### src/rtl/mmio_bridge_pkg.sv
// Shared state encoding, command/response byte values and frame lengths
// for the UART-to-FPro MMIO debug bridge.
package mmio_bridge_pkg;

  typedef enum logic [2:0] {
    ST_IDLE,
    ST_ADDR,
    ST_DATA,
    ST_BUS,
    ST_RESP
  } state_t;

  localparam logic [7:0] CMD_WRITE = 8'h57;
  localparam logic [7:0] CMD_READ  = 8'h52;
  localparam logic [7:0] RSP_OK    = 8'h4B;
  localparam logic [7:0] RSP_ERR   = 8'h3F;

  localparam int ADDR_BYTES = 3;
  localparam int DATA_BYTES = 4;

  // Last value of the 2-bit byte counter in each frame phase.
  localparam logic [1:0] ADDR_LAST = 2'(ADDR_BYTES - 1);
  localparam logic [1:0] DATA_LAST = 2'(DATA_BYTES - 1);

  localparam logic [2:0] RD_RESP_LEN  = 3'd4;
  localparam logic [2:0] WR_RESP_LEN  = 3'd1;
  localparam logic [2:0] ERR_RESP_LEN = 3'd1;

  function automatic logic is_cmd(input logic [7:0] b);
    return (b == CMD_WRITE) || (b == CMD_READ);
  endfunction

endpackage

### src/rtl/bridge_tx_ser.sv
// Response serializer: loads a 32-bit word and emits 1 or 4 bytes,
// most significant byte first, over a valid/ready handshake.
module bridge_tx_ser (
  input  logic        clk,
  input  logic        reset,
  input  logic        load,
  input  logic [31:0] load_data,
  input  logic [2:0]  load_count,
  output logic [7:0]  tx_data,
  output logic        tx_valid,
  input  logic        tx_ready,
  output logic        last
);

  logic [31:0] shift_q;
  logic [1:0]  left_q;
  logic        valid_q;
  logic        fire;

  assign fire     = valid_q && tx_ready;
  assign tx_data  = shift_q[31:24];
  assign tx_valid = valid_q;
  assign last     = fire && (left_q == 2'd0);

  // left_q holds the number of bytes still to follow the one on tx_data.
  always_ff @(posedge clk) begin
    if (reset) begin
      shift_q <= '0;
      left_q  <= '0;
      valid_q <= 1'b0;
    end else if (load) begin
      shift_q <= load_data;
      left_q  <= 2'(load_count - 3'd1);
      valid_q <= 1'b1;
    end else if (fire) begin
      if (left_q == 2'd0) begin
        valid_q <= 1'b0;
      end else begin
        shift_q <= {shift_q[23:0], 8'h00};
        left_q  <= left_q - 2'd1;
      end
    end
  end

endmodule

### src/rtl/mmio_debug_bridge.sv
// UART byte-stream to FPro MMIO bridge: parses 'W'/'R' frames, issues one
// bus cycle and returns an acknowledge or the read word.
module mmio_debug_bridge
  import mmio_bridge_pkg::*;
#(
  parameter int unsigned TIMEOUT_CYC = 1_000_000
) (
  input  logic        clk,
  input  logic        reset,
  input  logic [7:0]  rx_data,
  input  logic        rx_valid,
  output logic [7:0]  tx_data,
  output logic        tx_valid,
  input  logic        tx_ready,
  output logic        mmio_cs,
  output logic        mmio_wr,
  output logic        mmio_rd,
  output logic [20:0] mmio_addr,
  output logic [31:0] mmio_wr_data,
  input  logic [31:0] mmio_rd_data,
  output logic        busy,
  output logic        overrun
);

  localparam int unsigned IDLE_W = $clog2(TIMEOUT_CYC + 1);
  localparam logic [IDLE_W-1:0] IDLE_LIMIT = IDLE_W'(TIMEOUT_CYC - 1);

  state_t             state_q, state_d;
  logic [1:0]         byte_cnt_q;
  logic [IDLE_W-1:0]  idle_cnt_q;
  logic [20:0]        addr_q;
  logic [31:0]        data_q;
  logic               is_write_q;
  logic               overrun_q;
  logic               frame_phase;
  logic               timeout;

  logic               ser_load;
  logic [31:0]        ser_word;
  logic [2:0]         ser_count;
  logic               ser_last;

  assign frame_phase = (state_q == ST_ADDR) || (state_q == ST_DATA);
  // The frame is abandoned at the end of the TIMEOUT_CYC-th idle clock.
  assign timeout     = frame_phase && !rx_valid && (idle_cnt_q == IDLE_LIMIT);

  always_ff @(posedge clk) begin
    if (reset) begin
      state_q    <= ST_IDLE;
      byte_cnt_q <= '0;
      idle_cnt_q <= '0;
      addr_q     <= '0;
      data_q     <= '0;
      is_write_q <= 1'b0;
      overrun_q  <= 1'b0;
    end else begin
      state_q <= state_d;

      if (state_d != state_q)
        byte_cnt_q <= '0;
      else if (rx_valid && frame_phase)
        byte_cnt_q <= byte_cnt_q + 2'd1;

      if (state_d != state_q || rx_valid)
        idle_cnt_q <= '0;
      else if (frame_phase)
        idle_cnt_q <= idle_cnt_q + IDLE_W'(1);

      if (state_q == ST_IDLE && rx_valid)
        is_write_q <= (rx_data == CMD_WRITE);

      // Address bits above 20 simply fall off the top of the shift register.
      if (state_q == ST_ADDR && rx_valid)
        addr_q <= {addr_q[12:0], rx_data};

      if (state_q == ST_DATA && rx_valid)
        data_q <= {data_q[23:0], rx_data};

      if (rx_valid && (state_q == ST_BUS || state_q == ST_RESP))
        overrun_q <= 1'b1;
    end
  end

  always_comb begin
    state_d   = state_q;
    ser_load  = 1'b0;
    ser_word  = '0;
    ser_count = ERR_RESP_LEN;
    unique case (state_q)
      ST_IDLE: begin
        if (rx_valid) begin
          if (is_cmd(rx_data)) begin
            state_d = ST_ADDR;
          end else begin
            state_d   = ST_RESP;
            ser_load  = 1'b1;
            ser_word  = {RSP_ERR, 24'h0};
            ser_count = ERR_RESP_LEN;
          end
        end
      end
      ST_ADDR: begin
        if (rx_valid) begin
          if (byte_cnt_q == ADDR_LAST)
            state_d = is_write_q ? ST_DATA : ST_BUS;
        end else if (timeout) begin
          state_d = ST_IDLE;
        end
      end
      ST_DATA: begin
        if (rx_valid) begin
          if (byte_cnt_q == DATA_LAST)
            state_d = ST_BUS;
        end else if (timeout) begin
          state_d = ST_IDLE;
        end
      end
      ST_BUS: begin
        // Loading here captures mmio_rd_data on the edge that closes the bus cycle.
        state_d  = ST_RESP;
        ser_load = 1'b1;
        if (is_write_q) begin
          ser_word  = {RSP_OK, 24'h0};
          ser_count = WR_RESP_LEN;
        end else begin
          ser_word  = mmio_rd_data;
          ser_count = RD_RESP_LEN;
        end
      end
      ST_RESP: begin
        if (ser_last)
          state_d = ST_IDLE;
      end
      default: state_d = ST_IDLE;
    endcase
  end

  bridge_tx_ser u_tx_ser (
    .clk        (clk),
    .reset      (reset),
    .load       (ser_load),
    .load_data  (ser_word),
    .load_count (ser_count),
    .tx_data    (tx_data),
    .tx_valid   (tx_valid),
    .tx_ready   (tx_ready),
    .last       (ser_last)
  );

  assign mmio_cs      = (state_q == ST_BUS);
  assign mmio_wr      = (state_q == ST_BUS) && is_write_q;
  assign mmio_rd      = (state_q == ST_BUS) && !is_write_q;
  assign mmio_addr    = addr_q;
  assign mmio_wr_data = data_q;
  assign busy         = (state_q != ST_IDLE);
  assign overrun      = overrun_q;

endmodule

### config.mk
export PLATFORM = sky130hd
export DESIGN_NAME = mmio_debug_bridge
export DESIGN_NICKNAME = d
export VERILOG_FILES = /design/src/rtl/mmio_bridge_pkg.sv /design/src/rtl/bridge_tx_ser.sv /design/src/rtl/mmio_debug_bridge.sv
export SDC_FILE = /design/constraint.sdc
export NUM_CORES = 1
export LEC_CHECK = 0
export BUFFER_PORTS_ARGS = -buffer_cell sky130_fd_sc_hd__buf_2
export CAP_MARGIN = 20
export CORE_MARGIN = 1.5
export CORE_UTILIZATION = 30
export CTS_CLUSTER_SIZE = 25
export DETAILED_ROUTE_END_ITERATION = 7
export GPL_TIMING_DRIVEN = 0
export SYNTH_ARGS = -nofsm -noshare
export SYNTH_HDL_FRONTEND = slang
export SYNTH_SLANG_ARGS = --single-unit
### constraint.sdc
create_clock -name clk -period 4.1 [get_ports clk]
set_input_delay 0.205 -clock clk [delete_from_list [all_inputs] [get_ports clk]]
set_output_delay 0.205 -clock clk [all_outputs]
set_load 0.02 [all_outputs]
# ---- After elaboration in Yosys (flattened, before gate mapping)
# Cells that the tools add are included.
dict set report classes {
  reduce_logical 26
  mux 28
  n_eq_ne 11
  add_sub_neg 4
}
# cell count
set op_table {}
lappend op_table {{two-way mux 32 bit} 4}
lappend op_table {{one-hot mux 32 bit (2 select lines)} 1}
lappend op_table {{two-way mux 30 bit} 2}
lappend op_table {{two-way mux 3 bit} 8}
lappend op_table {{adder 20 x 1 -> 20 bit, second input constant} 1}
lappend op_table {{== test 20 bit, second input constant} 1}
lappend op_table {{== test 8 x 7 -> 1 bit, second input constant} 2}
lappend op_table {{one-hot mux 3 bit (5 select lines)} 1}
lappend op_table {{logical AND 1 bit} 11}
lappend op_table {{two-way mux 2 bit} 4}
lappend op_table {{two-way mux 1 bit} 7}
lappend op_table {{== test 3 x 2 -> 1 bit, second input constant} 2}
lappend op_table {{== test 2 bit, second input constant} 2}
lappend op_table {{logical OR 1 bit} 4}
lappend op_table {{AND reduction 2 bit} 2}
lappend op_table {{nonzero test 2 bit} 2}
lappend op_table {{OR reduction 2 bit} 2}
lappend op_table {{subtractor 2 x 1 -> 2 bit, second input constant} 2}
lappend op_table {{== test 3 x 1 -> 1 bit, second input constant} 1}
lappend op_table {{== test 3 bit, second input constant} 1}
lappend op_table {{zero test 3 bit} 1}
lappend op_table {{!= test 3 bit} 1}
lappend op_table {{nonzero test 3 bit} 1}
lappend op_table {{adder 2 x 1 -> 2 bit, second input constant} 1}
lappend op_table {{4 further kinds} 5}
dict set report totals {
  inputBits 44
  ff_bits 115
  out_inout_bits 67
  word_cells 79
}

# ---- Logic depth before layout (Yosys ltp)
dict set report depth {
  depth_word 10
  depth_mapped 8
  ltp_nobuf 7
}

# ---- Hierarchy
# From an unflattened synthesis, not the netlist that was laid out.
dict set report unflattened {
  hier_cells 630
  area_unflattened_um2 5345.1
}
# module seq_area_each_um2 area_per_inst_um2 cells_per_inst n_inst
set modules_own_cells {}
lappend modules_own_cells {mmio_debug_bridge 1601.5 3480.8 443 1}
lappend modules_own_cells {bridge_tx_ser 700.7 1864.3 187 1}

# ---- Least setup slack after synthesis
# No wires, ideal clock.
dict set report synth_path {
  kind {register -> register}
  from {register state_q[0]}
  to {register byte_cnt_q[1]}
  t_required_ns 3.984
  arrival_ns 1.696
  period_less_slack_ns 1.812
  stages_incl_launch_ff 6
  path_slack_ns 2.288
  path_buffers 0
  setup_time_ns 0.116
  path_cell_list {dfxtp_1 > or4b_4 > or4_1 > a22o_1 > nand4_1 > nor2_1}
}
dict set report synth_via {
  elab_chain_len 9
  word_cells_on_any_way 19
  classes_between {eq/ne: 5; mux: 8; reduce/logical: 6}
}
# element line_no
set synth_lines {}
lappend synth_lines {{start: declaration} mmio_debug_bridge.sv:28} ;# state_t state_q, state_d;
lappend synth_lines {{start signal: assignment} mmio_debug_bridge.sv:57} ;# state_q <= state_d;
lappend synth_lines {{== test 3 x 1 -> 1 bit / == test 3 x 2 -> 1 bit (equally long branches)} {mmio_debug_bridge.sv:43, mmio_debug_bridge.sv:89}}
lappend synth_lines {{logical OR 1 bit} mmio_debug_bridge.sv:43} ;# assign frame_phase = (state_q == ST_ADDR) || (state_q == ST_DATA);
lappend synth_lines {{logical AND 1 bit (2 in series)} mmio_debug_bridge.sv:45} ;# assign timeout = frame_phase && !rx_valid && (idle_cnt_q == IDLE_LIMIT);
lappend synth_lines {{two-way mux 3 bit} {mmio_debug_bridge.sv:106, mmio_debug_bridge.sv:114}}
lappend synth_lines {{two-way mux 3 bit (on tied branches)} {mmio_debug_bridge.sv:111, mmio_debug_bridge.sv:103}}
lappend synth_lines {{one-hot mux 3 bit (5 select lines)} mmio_debug_bridge.sv:89} ;# unique case (state_q)
lappend synth_lines {{!= test 3 bit} mmio_debug_bridge.sv:59} ;# if (state_d != state_q)
lappend synth_lines {{OR reduction 2 bit (no source line)} n/a}
lappend synth_lines {{end signal: assignment} mmio_debug_bridge.sv:62} ;# byte_cnt_q <= byte_cnt_q + 2'd1;
lappend synth_lines {{end: declaration} mmio_debug_bridge.sv:29} ;# logic [1:0] byte_cnt_q;
# Parallel ways exist; a longest one is shown, timed or not.
# A chain may end at the register's enable or synchronous reset.

# ---- Worst setup path after layout
dict set report layout_path {
  from {register state_q[2]}
  to {output mmio_rd}
}
dict set report layout_via {
  elab_chain_len 2
}
# element line_no
set layout_lines {}
lappend layout_lines {{== test 3 x 2 -> 1 bit} mmio_debug_bridge.sv:152} ;# assign mmio_rd = (state_q == ST_BUS) && !is_write_q;
lappend layout_lines {{logical AND 1 bit} mmio_debug_bridge.sv:152}
lappend layout_lines {{end: declaration} mmio_debug_bridge.sv:17} ;# output logic mmio_rd,
# No other way between the ends.

==> results.toml <==
[status]
status = "finished, final reports clean"

[pwr]
p_seq_frac = 0.402
powerDensity_nw_per_um2 = 459
pwr-share-clk = 0.534
switching_share = 0.221
p_leak_nw = 2.53
intPower_mw = 2.24
irDropWorstVdd_mv = 0.261
p_comb_frac = 0.064
p_sw_uw = 634

[yosys]
synth_flop_cell = "dfxtp_1"
async_reset_ff_frac = 0
synth_warnings = 0
syn_area_um2 = 4830
synth_edf_count = 0
yosysSeqAreaShare = 0.477
synthDistinctLibCells = 59
ys_ff_latch = 115
syn_nets = 648
syn_area_per_cell_um2 = 8.03
synthCells = 601

[clock_network]
ctsHoldBuffers = 0
cts.repair.resized = 0
worst_skew_pair.late_latency_ns = 0.41
clockBufferDepth = 2
post_cts_buffers = 0
cts_buffers = 17
clockRootBuffer = "clkbuf_16"
cts_sinks = 115
cts.htree.levels = 4
cts_tree = "yes"
clk_pin_slew_ns = 0.05

[critical_path]
crit_type = "reg -> out"
critPathLaunch = "state_q[2]"
cpMostUsedCell = "buf_2"
path_buf_inv = 4
r2r-start = "state_q[2]"
crit_arrival_ns = 2.34
path_cells = "buf_2 > nand3b_1 > or2_2 > inv_2 > buf_1 > buf_2"
cp.required_ns = 3.89
crit_path_max_incr_delay_ns = 0.42
startpoint_type = "register"
endpoint_kind = "output port"
cp_max_fo = 10
crit_slowest_cell = "buf_1"
critical-path-top-delay-family = "buffers and inverters"

[sta]
hold_viol_final = 0
max_slew_margin = 0.456
period_share = 0.620
worst_slew_pin_slew_ns = 0.808
finalSetupTns_ns = 0
min_period_ns = 2.54
fin_hold_ws_ns = 0.0407
setup_viol = 0
slew_violations = 0
skew_ns = 0.00837
grt_setup_unrepaired = "no"
fmaxAchievable_ghz = 0.394

[placement]
io_buffers = 109
gp_congestion = 0.800
place_hpwl_mm = 9.34
placed_cells = 926

[floorplanning]
start_util = 0.305
die_h_um = 130
rows = 46
die_w_um = 130
core_area_um2 = 15800
die_area_um2 = 16900
ioPinCount = 111

[hold_path]
hp-start = "mmio_rd_data[6]"
hp-class = "in -> reg"

[final_layout]
num_antenna_cells = 0
synthToLayoutAreaGrowth_pct = 29.5
final_layout_size_suffix_gt1_frac = 0.223
nets = 776
fin_cells = 957

[global_route]
use_met1 = 0.211
grt_pass1_vias = 4048
grtUsageMet2 = 0.256
grt_pass1_wl_mm = 21.0
gr-usage-met3 = 0.0447
grt_overflow_total = 0
busiest_layer = "met2"
grtUsageTotal = 0.160
grt_max_degree = 17
antenna_found_initial = 0

[drt]
drtAntennaViolNets = 0
vias = 4454
avgViaCountPerCell = 4.65
drt_first_pass_iters = 5
drtIter0Drc = 241
wl_per_cell_um = 13.7
totalWireLength_mm = 13.2
drc = 0

[job]
drv_cap = 0
## state kept, by name, summed over array words and instances (netlist names)
signal / cells
idle_cnt_q: 20
overrun: 1
u_tx_ser.shift_q: 32
byte_cnt_q: 2
u_tx_ser.tx_valid: 1
mmio_wr_data: 32
mmio_addr: 21
u_tx_ser.left_q: 2
is_write_q: 1
state_q: 3
## layer usage
layer | up-vias | share of wire
li1 | 2302 | -
met1 | 2042 | 0.47
met2 | 96 | 0.47
met3 | 14 | 0.045
met4 | 0 | 0.012
met5 | - | 0
## worst paths after layout
path	to	slack, ns	cells past startpoint
hold reg to reg	mmio_addr[17]	0.45	2
setup reg to reg	u_tx_ser.shift_q[18]	1.99	7
hold / removal	u_tx_ser.shift_q[6]	0.04	3
setup / recovery	mmio_rd	1.56	6
## worst min-delay path, cell delays in order
cell and delay, ns:
buf_2 0.07, a22oi_1 0.06, nor2_1 0.07
## cells in the final DEF (no fill, tap or decap), types with 4 or more instances in the layout
cell type  instances
xor2_1            15
clkbuf_1          28
nand3_1           10
nand2_1          129
buf_4              8
and2_1             4
a21oi_1           67
nor3_1            22
bufinv_16          4
nand2b_1           4
a22oi_1            8
xnor2_1            6
buf_2            118
clkinv_2           5
nand4_1            9
a2bb2oi_1         17
dfxtp_1          115
clkbuf_16         17
nor2_1            83
inv_1              5
## metrics by stage
stage	instance area (um^2)	total power, mW	setup WS [ns]	utilization
after floorplan	4830	1.29	2.29	-
after global placement	5640	1.36	1.96	0.357
after detailed placement	5640	1.36	1.97	0.357
after CTS	6250	2.89	1.55	0.395
after global routing	6250	2.96	1.41	0.395
final	6250	2.87	1.56	0.395
## power by group through the flow
stage / Combinational [mW] / Sequential (mW) / Clock [mW]
final: 0.182 / 1.15 / 1.53
after global routing: 0.202 / 1.16 / 1.60
after CTS: 0.183 / 1.15 / 1.55
after detailed placement: 0.182 / 1.18 / 0
after global placement: 0.181 / 1.18 / 0
after floorplan: 0.114 / 1.18 / 0
## synth_stat cells (2+ instances only)
library cell  number  area (um^2)
o21a_1             2         15.0
a21oi_1           67          335
nor3b_1            3         22.5
buf_2              9         45.0
or4b_1             2         20.0
inv_1              5         18.8
xor2_1            15          131
nor3_1            22          110
or4_1              2         15.0
a2111oi_0          3         26.3
a22oi_1            8         60.1
nand2b_1           4         25.0
a2bb2oi_1         17          149
nor4_1             3         18.8
dfxtp_1          115         2300
clkbuf_1          26         97.6
nor2b_1            3         18.8
o21ai_0            3         15.0
buf_1              2         7.51
nor2_1            83          312
and2_1             4         25.0
nor4b_1            2         17.5
nand4_1            9         56.3
buf_4              8         60.1
ha_1               3         37.5
nand2_1          129          484
a211oi_1           2         15.0
nand3_1           10         50.1
and3_1             3         18.8
o22ai_1            3         18.8
xnor2_1            6         52.6
## area by class of cell
cell class / count / area [um^2]
sequential: 115 / 2300
multi-input combinational: 435 / 2290
clock inverter: 11 / 160
tap: 216 / 270
inverter: 6 / 22.5
buffer: 45 / 210
clock buffer: 20 / 447
timing repair buffer: 109 / 546
fill: 1640 / 9580
## kinds of logic after synthesis
logic type               Yosys count  share of synthesized area
AO/OA/AOI/OAI                    117                      0.153
XOR/XNOR                          21                     0.0381
flip-flops                       115                      0.477
buffers and inverters             51                     0.0482
AND/OR/NAND/NOR                  293                      0.273
multiplexers                       1                    0.00233
adder cells (fa/ha/maj)            3                    0.00778
Power figures use the tool's default switching activity.
